[src/rtl/fifo_dispatch.sv]
// Input-FIFO consumer: pops words, steers each to one of four downstream FIFOs by
// its top two bits, owns the limit-programming FSM and per-destination counters.
module fifo_dispatch #(
  parameter int DATA_BITS = 10,
  parameter int ADDR_BITS = 3,
  parameter int CNT_BITS  = 5
) (
  input  logic                 clk,
  input  logic                 reset,
  input  logic                 init,
  input  logic [ADDR_BITS-1:0] high_limit_in,
  input  logic [ADDR_BITS-1:0] low_limit_in,
  input  logic                 in_empty,
  input  logic [DATA_BITS-1:0] in_data,
  output logic                 pop,
  input  logic [3:0]           out_full,
  output logic [3:0]           push,
  output logic [DATA_BITS-1:0] data_out,
  output logic [ADDR_BITS-1:0] high_limit,
  output logic [ADDR_BITS-1:0] low_limit,
  output logic [1:0]           state_out,
  output logic                 idle_out,
  input  logic [1:0]           cnt_sel,
  output logic [CNT_BITS-1:0]  cnt_out
);

  typedef enum logic [1:0] {
    ST_RESET  = 2'd0,
    ST_INIT   = 2'd1,
    ST_IDLE   = 2'd2,
    ST_ACTIVE = 2'd3
  } state_e;

  state_e               state_q;
  logic [ADDR_BITS-1:0] high_q, low_q;
  logic                 pend_q;
  logic                 hold_valid_q, hold_valid_d;
  logic [DATA_BITS-1:0] hold_q;
  logic [1:0]           hold_dest;
  logic                 drain;
  logic [CNT_BITS-1:0]  cnt_q [4];

  assign hold_dest = hold_q[DATA_BITS-1 -: 2];
  assign drain     = hold_valid_q & ~out_full[hold_dest];

  // pend_q covers the cycle where the popped word is on in_data but in_empty may be stale.
  assign pop = (state_q == ST_ACTIVE) & ~in_empty & ~pend_q & (~hold_valid_q | drain);

  // NOTE: every signal written in always_comb gets a default first, otherwise a latch is inferred.
  always_comb begin
    push            = 4'b0000;
    push[hold_dest] = drain;
  end

  // A capture in the same cycle as a drain wins: the hold register reloads and stays valid.
  always_comb begin
    hold_valid_d = hold_valid_q;
    if (pend_q)     hold_valid_d = 1'b1;
    else if (drain) hold_valid_d = 1'b0;
  end

  // NOTE: sequential state uses non-blocking assignments only, so every register samples pre-edge values.
  always_ff @(posedge clk) begin
    if (!reset) begin
      state_q <= ST_RESET;
      high_q  <= '0;
      low_q   <= '0;
    end else begin
      case (state_q)
        ST_RESET: state_q <= ST_INIT;
        ST_INIT: begin
          high_q <= high_limit_in;
          low_q  <= low_limit_in;
          if (!init) state_q <= ST_IDLE;
        end
        ST_IDLE: begin
          if (init)           state_q <= ST_INIT;
          else if (!in_empty) state_q <= ST_ACTIVE;
        end
        ST_ACTIVE: begin
          if (init)                                     state_q <= ST_INIT;
          else if (in_empty && !pend_q && !hold_valid_q) state_q <= ST_IDLE;
        end
        default: state_q <= ST_RESET;
      endcase
    end
  end

  // NOTE: the hold register and counters are cleared on reset because data_out and cnt_out are visible.
  always_ff @(posedge clk) begin
    if (!reset) begin
      pend_q       <= 1'b0;
      hold_valid_q <= 1'b0;
      hold_q       <= '0;
      for (int i = 0; i < 4; i++) cnt_q[i] <= '0;
    end else begin
      pend_q       <= pop;
      hold_valid_q <= hold_valid_d;
      if (pend_q) hold_q <= in_data;
      if (drain)  cnt_q[hold_dest] <= cnt_q[hold_dest] + CNT_BITS'(1);
    end
  end

  assign data_out   = hold_q;
  assign high_limit = high_q;
  assign low_limit  = low_q;
  assign state_out  = state_q;
  assign idle_out   = (state_q == ST_IDLE);
  assign cnt_out    = cnt_q[cnt_sel];

endmodule

[config.mk]
export PLATFORM = sky130hd
export DESIGN_NAME = fifo_dispatch
export DESIGN_NICKNAME = d
export VERILOG_FILES = /design/src/rtl/fifo_dispatch.sv
export SDC_FILE = /design/constraint.sdc
export NUM_CORES = 1
export LEC_CHECK = 0
export ABC_AREA = 1
export CORE_ASPECT_RATIO = 1.1
export CORE_UTILIZATION = 43
export DETAILED_ROUTE_END_ITERATION = 7
export PLACE_DENSITY = 0.82
export SLEW_MARGIN = 20
export SYNTH_ARGS = -nofsm -noshare
export SYNTH_HDL_FRONTEND = slang
export SYNTH_SLANG_ARGS = --single-unit
export TNS_END_PERCENT = 10
[constraint.sdc]
create_clock -name clk -period 1.6 [get_ports clk]
set_input_delay 0.4 -clock clk [delete_from_list [all_inputs] [get_ports clk]]
set_output_delay 0.4 -clock clk [all_outputs]
set_load 0.005 [all_outputs]
==> Word-level counts from Yosys, hierarchy flattened <==
Memories as Yosys holds them, arrays and structs flattened. A register that Yosys moved wholly into a read port is not among the register bits.
Cells that the tools add are included.
{ "classes": {"n_bitwise": 10, "add_sub_neg": 1, "n_reduce_logical": 9, "n_eq_ne": 6, "order_cmp": 2, "muxes": 21} }
{ "ops": {"columns": ["operator", "n"], "rows": [
  ["$mux W2", 8],
  ["$mux W1", 9],
  ["$pmux W2 S4", 1],
  ["$add A5 B1 Y5 const B", 1],
  ["$mux W5", 1],
  ["$reduce_or A5 Y1", 1],
  ["$and A1 B1 Y1", 4],
  ["$and A4 B4 Y4", 1],
  ["$eq A2 B2 Y1 const B", 2],
  ["$not A1 Y1", 4],
  ["$logic_and A1 B1 Y1", 3],
  ["$lt A2 B3 Y1 const B", 1],
  ["$ne A3 B2 Y1 const B", 1],
  ["$ne A3 B3 Y1 const B", 1],
  ["$reduce_and A3 Y1", 1],
  ["$bmux W1 S2", 1],
  ["$demux W1 S2", 1],
  ["$eq A2 B1 Y1 const B", 1],
  ["$ge A2 B1 Y1 const B", 1],
  ["$logic_not A1 Y1", 2],
  ["$logic_not A2 Y1", 1],
  ["$ne A2 B2 Y1 const B", 1],
  ["$reduce_bool A2 Y1", 1],
  ["$or A1 B1 Y1", 1]
]} }
{ "totals": {"register_bits": 20, "in_bits": 26, "ramBits": 20, "elab_cells": 56, "mem_count": 1} }
{ "memory_table": {"columns": ["memory", "words", "word_bits", "read_ports", "rd_clocked_by_memory_dff", "wr", "line", "source"], "rows": [
  ["cnt_q", 4, 5, 2, 1, 4, "41", "logic [CNT_BITS-1:0] cnt_q [4];"]
]} }

==> Depth between registers and ports, before layout <==
Gate-level depths: netlist of run 1.
{ "logic_depth": {"depth_word": 9, "mapped_depth": 13} }

==> Worst setup path before layout of run 1 <==
OpenSTA, ideal clock, no wires.
{ "synth_timing": {"path_type": "register to register", "startpoint": "register hold_q[8] (netlist: data_out[8])", "endpoint": "memory cnt_q[3][0], enable pin", "setup_time_ps": 374, "path_buffers": 0, "required_time_ps": 1226, "arrival_time_ps": 1324, "stages_incl_launch_ff": 7, "setup_slack_ps": -98, "cell_sequence": "dfxtp_1 > inv_1 > nand3_1 > nand2_2 > nor2_4 > nand2_4 > o21ai_0"} }
{ "synth_lines": {"columns": ["element", "line", "source"], "rows": [
  ["start, declared", "38", "logic [DATA_BITS-1:0] hold_q;"],
  ["start signal, assigned", "99", "if (pend_q) hold_q <= in_data;"],
  ["end, declared", "41", null]
]} }

==> Worst setup path in the final report of run 1 <==
{ "layout_timing": {"startpoint": "register hold_q[9] (netlist: data_out[9])", "endpoint": "output port push[2]"} }
{ "layout_between": {"elab_chain_cells": 5, "elab_cells_between_ends": 10} }
{ "layout_lines": {"columns": ["element", "line", "source"], "rows": [
  ["$lt A2 B3 Y1 (not written as such), or another cell as far along", "52", "push[hold_dest] = drain;"],
  ["$logic_and A1 B1 Y1 (not written as such) or $mux W1 (tied branches)", "52, 44", null],
  ["$mux W1 (not written as such) or $not A1 Y1 (tied branches)", "52, 44", null],
  ["$demux W1 S2 or $and A1 B1 Y1 (tied branches)", "52, 44", null],
  ["$and A4 B4 Y4 (no line) *", null, null],
  ["end, declared", "17", "output logic [3:0] push,"]
]} }
Every way passes the cells marked *; elsewhere a longest branch is shown, timed or not. The select of a mux whose other input is x is not followed.

==> flow_metrics.env, run 1 <==
export IMPL_status="finished with violations"
export IMPL_violations="negative setup slack"
export IMPL_crit_cells=8
export IMPL_cp_cell_sequence="inv_2, nand3_2, nand2_4, nor2_4, buf_6, nand2_4, nor2_4, buf_2"
export IMPL_worstSetupStartpoint="data_out[9]"
export IMPL_p_leak_nw=1.44
export IMPL_final_antenna_net_count=0
export IMPL_overflow=0
export IMPL_worstHoldPathType="reg -> reg"
export IMPL_ys_warn_count=0
export IMPL_synth_yosys_seq_area_share=0.500
export IMPL_final_setup_tns_ns=-1.44
export IMPL_die_area_um2=5120
export IMPL_cap_violations=0
export IMPL_cts_hold_buf=0
export IMPL_h_tree_depth=2
export IMPL_power_density_nw_per_um2=675
export IMPL_cp_slowest_stage_delay_ns=0.41
export IMPL_fill_cells=363
export IMPL_cts_root_buf="clkbuf_8"
export IMPL_finalHoldViolCount=0
export IMPL_ys_ff_latch=42
export IMPL_syn_area_per_cell_um2=7.80
export IMPL_grt_pass1_wl_mm=8.67
export IMPL_die_y_um=75.0
export IMPL_cp_endpoint="push[2]"
export IMPL_tightest_slew_ns=0.358
export IMPL_initial_core_util=0.448
export IMPL_ff2ff_path_depth=11
export IMPL_multi_input_area_um2=1000
export IMPL_cp_top_family="simple AND/OR/NAND/NOR gates"
export IMPL_layout_area_seq_um2=1050
export IMPL_drive_gt1_frac=0.320
export IMPL_post_drt_via_cell_ratio=5.15
export IMPL_ios=55
export IMPL_max_clock_freq_mhz=546
export IMPL_wl_mm=5.70
export IMPL_cts_tree="done"
export IMPL_dp_hpwl_mm=4.00
export IMPL_syn_area_um2=2080
export IMPL_critPathBufInv=3
export IMPL_preCtsSetupSlack_ns=-0.772
export IMPL_relSlewSlack=0.760
export IMPL_rr_endpoint="cnt_q[1][4]"
export IMPL_row_count=26
export IMPL_ir_worst_vdd_uv=615
export IMPL_slew_violations=0
export IMPL_required_ns=1.20
export IMPL_fp_dieW_um=68.3
export IMPL_grt_max_degree=14
export IMPL_clk_pin_slew_ns=0.08
export IMPL_synthesis_nets=294
export IMPL_wl_per_cell_um=13.4
export IMPL_critical_path_class="reg -> out"
export IMPL_arrival_ns=1.43
export IMPL_synth_edf_count=20
export IMPL_drt_iter0_drc=101
export IMPL_via_count=2190
export IMPL_cts_buffer_depth=2
export IMPL_synth_flop_cell="dfxtp_1"
export IMPL_worst_slack_ns=-0.232
export IMPL_clock_skew_ns=0.00729
export IMPL_finalInstanceArea_um2=3220
export IMPL_cts_made_buffers=5
export IMPL_cts_sinks=42
export IMPL_grt_setup_unrepaired="true"
export IMPL_core_region_area_um2=4650
export IMPL_grt_total_usage=0.232
export IMPL_grt_antenna_before_repair=0
export IMPL_place_gp_congestion=0.943
export IMPL_dr_pass1_iters=4
export IMPL_antenna_cells=0
export IMPL_final_nets=395
export IMPL_synthCells=267
export IMPL_post_route_drc_count=0
export IMPL_endpoint_kind="primary output"
export IMPL_finalPower_mw=2.17
export IMPL_async_flop_share=0
export IMPL_worstPathMaxFanout=6
export IMPL_startpoint_type="flop"
export IMPL_synth_cell_types=25
export IMPL_fin_crit_ns=1.83
export IMPL_placedInstanceArea_um2=2940
export IMPL_r2r_slack_ns=-0.07
export IMPL_grt_pass1_vias=1971
export IMPL_insertion_delay_ns=0.29
export IMPL_setup_violations_final=19
export IMPL_numPortBuffers=54
export IMPL_syn_to_final_growth_pct=54.7
export IMPL_cp_slowest_cell="dfxtp_4"
export IMPL_min_period_over_period=1.15
[registers in the layout, indices dropped and copies added (netlist names), named ones only]
name and cells:
cnt_q 20, data_out 10, high_limit 3, low_limit 3, state_out 2, hold_valid_q 1, pend_q 1
[cells in the mapped netlist, types with 2 or more instances]
library cell / n / area [um^2]
inv_1: 30 / 113
nand2_2: 5 / 31.3
nor2_1: 60 / 225
dfxtp_1: 22 / 440
nand3_1: 14 / 70.1
a21oi_1: 14 / 70.1
a21oi_2: 2 / 17.5
o22ai_1: 2 / 12.5
o211ai_1: 3 / 22.5
nor2_2: 2 / 12.5
o21ai_0: 34 / 170
nand2_1: 40 / 150
edfxtp_1: 20 / 601
nand3_2: 2 / 20.0
nor2_4: 2 / 22.5
clkbuf_1: 6 / 22.5
[tightest hold or removal path, stage by stage, from the launching register on]
cell and delay, ns:
dfxtp_1 0.33, o21ai_0 0.08, nor2_1 0.07
[routing by layer]
| metal | GRT usage | share of wire | up-vias |
|---|---|---|---|
| li1 | - | - | 1073 |
| met1 | 0.255 | 0.38 | 1024 |
| met2 | 0.408 | 0.53 | 80 |
| met3 | 0.0697 | 0.066 | 13 |
| met4 | 0.0995 | 0.028 | 0 |
| met5 | 0 | 0 | - |
[cell families (layout without fill, tap and decap cells)]
group | Yosys count | in the layout | share of synthesized area
and+or+nand+nor | 128 | 128 | 0.273
AOI/OAI and AO/OA | 56 | 56 | 0.143
DFF | 42 | 42 | 0.500
buffers and inverters | 40 | 142 | 0.0781
adders and majority gates | 1 | 1 | 0.00601
[worst min path at each step]
stage / to / cells after the start / from / slack (ns)
after global placement: data_out[1] / 2 / data_out[1] / 0.48
final: data_out[2] / 2 / data_out[2] / 0.51
after detailed placement: data_out[5] / 2 / data_out[5] / 0.49
after floorplan: state_out[1] / 1 / init / 0.48
after CTS: hold_valid_q / 2 / hold_valid_q / 0.51
after global routing: data_out[6] / 2 / data_out[6] / 0.55
[per-stage QoR]
stage	util	cells	hold slack [ns]
floorplan	-	267	0.479
global placement	0.632	407	0.476
detailed placement	0.632	407	0.487
CTS	0.667	422	0.507
global route	0.692	425	0.545
finish	0.692	425	0.512
[what timing repair did]
action | in CTS | in global routing
setup buffers | 7 | 3
pin swaps | 14 | 10
endpoints found under the setup margin | 44 | 49
resized for setup | 85 | 35
[final cells by class]
type / count / share of cell area
flip-flops and latches: 42 / 0.328
multi-input cells: 185 / 0.312
repair buffers: 103 / 0.276
inverters: 31 / 0.0377
clock buffers: 8 / 0.0249
well taps: 56 / 0.0218
[power by group]
part | internal, mW | switching [mW]
Sequential | 1.16 | 0.0240
Combinational | 0.180 | 0.164
Clock | 0.310 | 0.337
[layout by cell type (no fill, tap or decap), drive strengths merged]
cell and count:
nand3 16, dlygate4sd2 9, ha 1, o21ai 35, a21oi 16, nor2 65
buf 59, clkdlybuf4s15 2, nand2 46, o22ai 2, inv 31, edfxtp 20
clkdlybuf4s50 33, o211ai 3, nor3 1, dfxtp 22, clkbuf 8
(Power assumes the default switching activity.)
==> run 2: changes to the inputs <==
- TNS_END_PERCENT: 10 -> default
==> run 2 against run 1 <==
Compared with the run above: the flow still finishes with violations (negative setup slack); setup slack got worse by 0.034 ns; count of clock-buffer cells in the layout did not move; largest power group unchanged; largest cell class is now multi-input combinational cells; register-to-register slack got worse by 0.02 ns; critical path depth did not move; sequential power barely moved; clock power rose by 2%; die area did not move; power rose by 1.8%; sequential share of layout area fell by 1.6 points.
==> flow_metrics.env, run 2 (same netlist as run 1, synthesis figures left out) <==
export IMPL_finalHoldViolCount=0
export IMPL_cts_root_buf="clkbuf_8"
export IMPL_layout_area_seq_um2=1050
export IMPL_die_area_um2=5120
export IMPL_grt_antenna_before_repair=0
export IMPL_r2r_slack_ns=-0.09
export IMPL_grt_setup_unrepaired="true"
export IMPL_wl_mm=6.34
export IMPL_cts_buffer_depth=2
export IMPL_grt_max_degree=14
export IMPL_post_drt_via_cell_ratio=5.22
export IMPL_cp_cell_sequence="inv_2, nand3_2, nand2_4, nor2_4, buf_6, nand2_4, nor2_4, buf_2"
export IMPL_grt_total_usage=0.244
export IMPL_place_gp_congestion=0.943
export IMPL_r2r_start="data_out[9]"
export IMPL_final_antenna_net_count=0
export IMPL_startpoint_type="flop"
export IMPL_initial_core_util=0.448
export IMPL_slew_violations=0
export IMPL_ios=55
export IMPL_dr_pass1_iters=5
export IMPL_power_density_nw_per_um2=655
export IMPL_multi_input_area_um2=1140
export IMPL_syn_to_final_growth_pct=62.4
export IMPL_fp_dieW_um=68.3
export IMPL_grt_pass1_vias=2008
export IMPL_rr_endpoint="cnt_q[2][0]"
export IMPL_worstHoldPathType="reg -> reg"
export IMPL_cap_violations=0
export IMPL_insertion_delay_ns=0.30
export IMPL_min_period_over_period=1.17
export IMPL_p_leak_nw=1.49
export IMPL_cts_sinks=42
export IMPL_wl_per_cell_um=14.8
export IMPL_overflow=0
export IMPL_whs_path_depth=2
export IMPL_drive_gt1_frac=0.394
export IMPL_antenna_cells=0
export IMPL_worst_slack_ns=-0.266
export IMPL_cts_tree="done"
export IMPL_top_register="cnt_q"
export IMPL_placedInstanceArea_um2=2940
export IMPL_fill_cells=323
export IMPL_critical_path_class="reg -> out"
export IMPL_min_delay_worst_endpoint="data_out[5]"
export IMPL_max_clock_freq_mhz=536
export IMPL_cts_made_buffers=5
export IMPL_endpoint_kind="primary output"
export IMPL_final_util=0.727
export IMPL_post_route_drc_count=0
export IMPL_die_y_um=75.0
export IMPL_row_count=26
export IMPL_drt_iter0_drc=103
export IMPL_setup_violations_final=23
export IMPL_relSlewSlack=0.763
export IMPL_violations="negative setup slack"
export IMPL_status="finished with violations"
export IMPL_clk_pin_slew_ns=0.08
export IMPL_fin_crit_ns=1.87
export IMPL_largest_reg_flops=20
export IMPL_layout_commonest_cell="nor2_1"
export IMPL_required_ns=1.20
export IMPL_ir_worst_vdd_uv=611
export IMPL_core_region_area_um2=4650
export IMPL_tightest_slew_ns=0.354
export IMPL_final_cell_mix="nor2_1 (47), buf_4 (41), clkdlybuf4s50_1 (33)"
export IMPL_clock_skew_ns=0.00783
export IMPL_arrival_ns=1.47
export IMPL_min_from="data_out[5]"
export IMPL_ff2ff_path_depth=11
export IMPL_via_count=2228
export IMPL_finalPower_mw=2.21
export IMPL_h_tree_depth=2
export IMPL_cp_slowest_stage_delay_ns=0.42
export IMPL_worstPathMaxFanout=6
export IMPL_numPortBuffers=54
export IMPL_cts_hold_buf=0
export IMPL_cp_slowest_cell="dfxtp_4"
export IMPL_finalInstanceArea_um2=3380
export IMPL_final_nets=397
export IMPL_grt_pass1_wl_mm=9.01
export IMPL_dp_hpwl_mm=4.00
[run 2: where the power goes]
part	switching (mW)	internal, mW
clock network	0.351	0.310
logic	0.181	0.186
registers	0.0262	1.16
[run 2: repair_timing]
action,CTS,global route
buffers inserted,10,5
setup endpoints to repair,44,50
resized for setup,95,72
pin swaps,16,20
[run 2: per-layer routing]
| layer | GRT usage | up-vias | routed length (um) |
|---|---|---|---|
| met2 | 0.432 | 82 | 3380 |
| met1 | 0.269 | 1046 | 2330 |
| met3 | 0.0667 | 19 | 360 |
| li1 | - | 1081 | - |
| met5 | 0 | - | 0 |
| met4 | 0.111 | 0 | 256 |
[run 2: final cells by class]
cell class,count,share of cell area
Multi-Input combinational cell,185,0.337
Timing Repair Buffer,105,0.267
Inverter,31,0.0396
Sequential cell,42,0.312
Tap cell,56,0.0207
Clock buffer,8,0.0237
[run 2: worst max path at each step]
stage           startpoint     endpoint  slack [ns]
2_1_floorplan         flop  cnt_q[0][4]        0.03
3_3_place_gp    cnt_sel[0]   cnt_out[0]       -0.72
3_5_place_dp    cnt_sel[0]   cnt_out[0]       -0.77
4_1_cts        data_out[9]      push[3]       -0.25
5_1_grt        data_out[9]      push[2]       -0.35
6_report       data_out[9]      push[2]       -0.27
[run 2: critical path: cells and delay by family, from the launching register on]
| family | cells | cell delay (ns) |
|---|---|---|
| buffers and inverters | 3 | 0.29 |
| and+or+nand+nor | 5 | 0.45 |
| DFF | 1 | 0.42 |
[run 2: stage by stage]
stage	setup WS [ns]	hold slack, ns	instances	TNS (ns)
after floorplan	0.0300	0.479	267	0
after CTS	-0.247	0.507	425	-1.16
after global routing	-0.348	0.545	427	-4.66
final	-0.266	0.513	427	-2.39
after global placement	-0.717	0.476	407	-16.33
after detailed placement	-0.772	0.487	407	-18.61
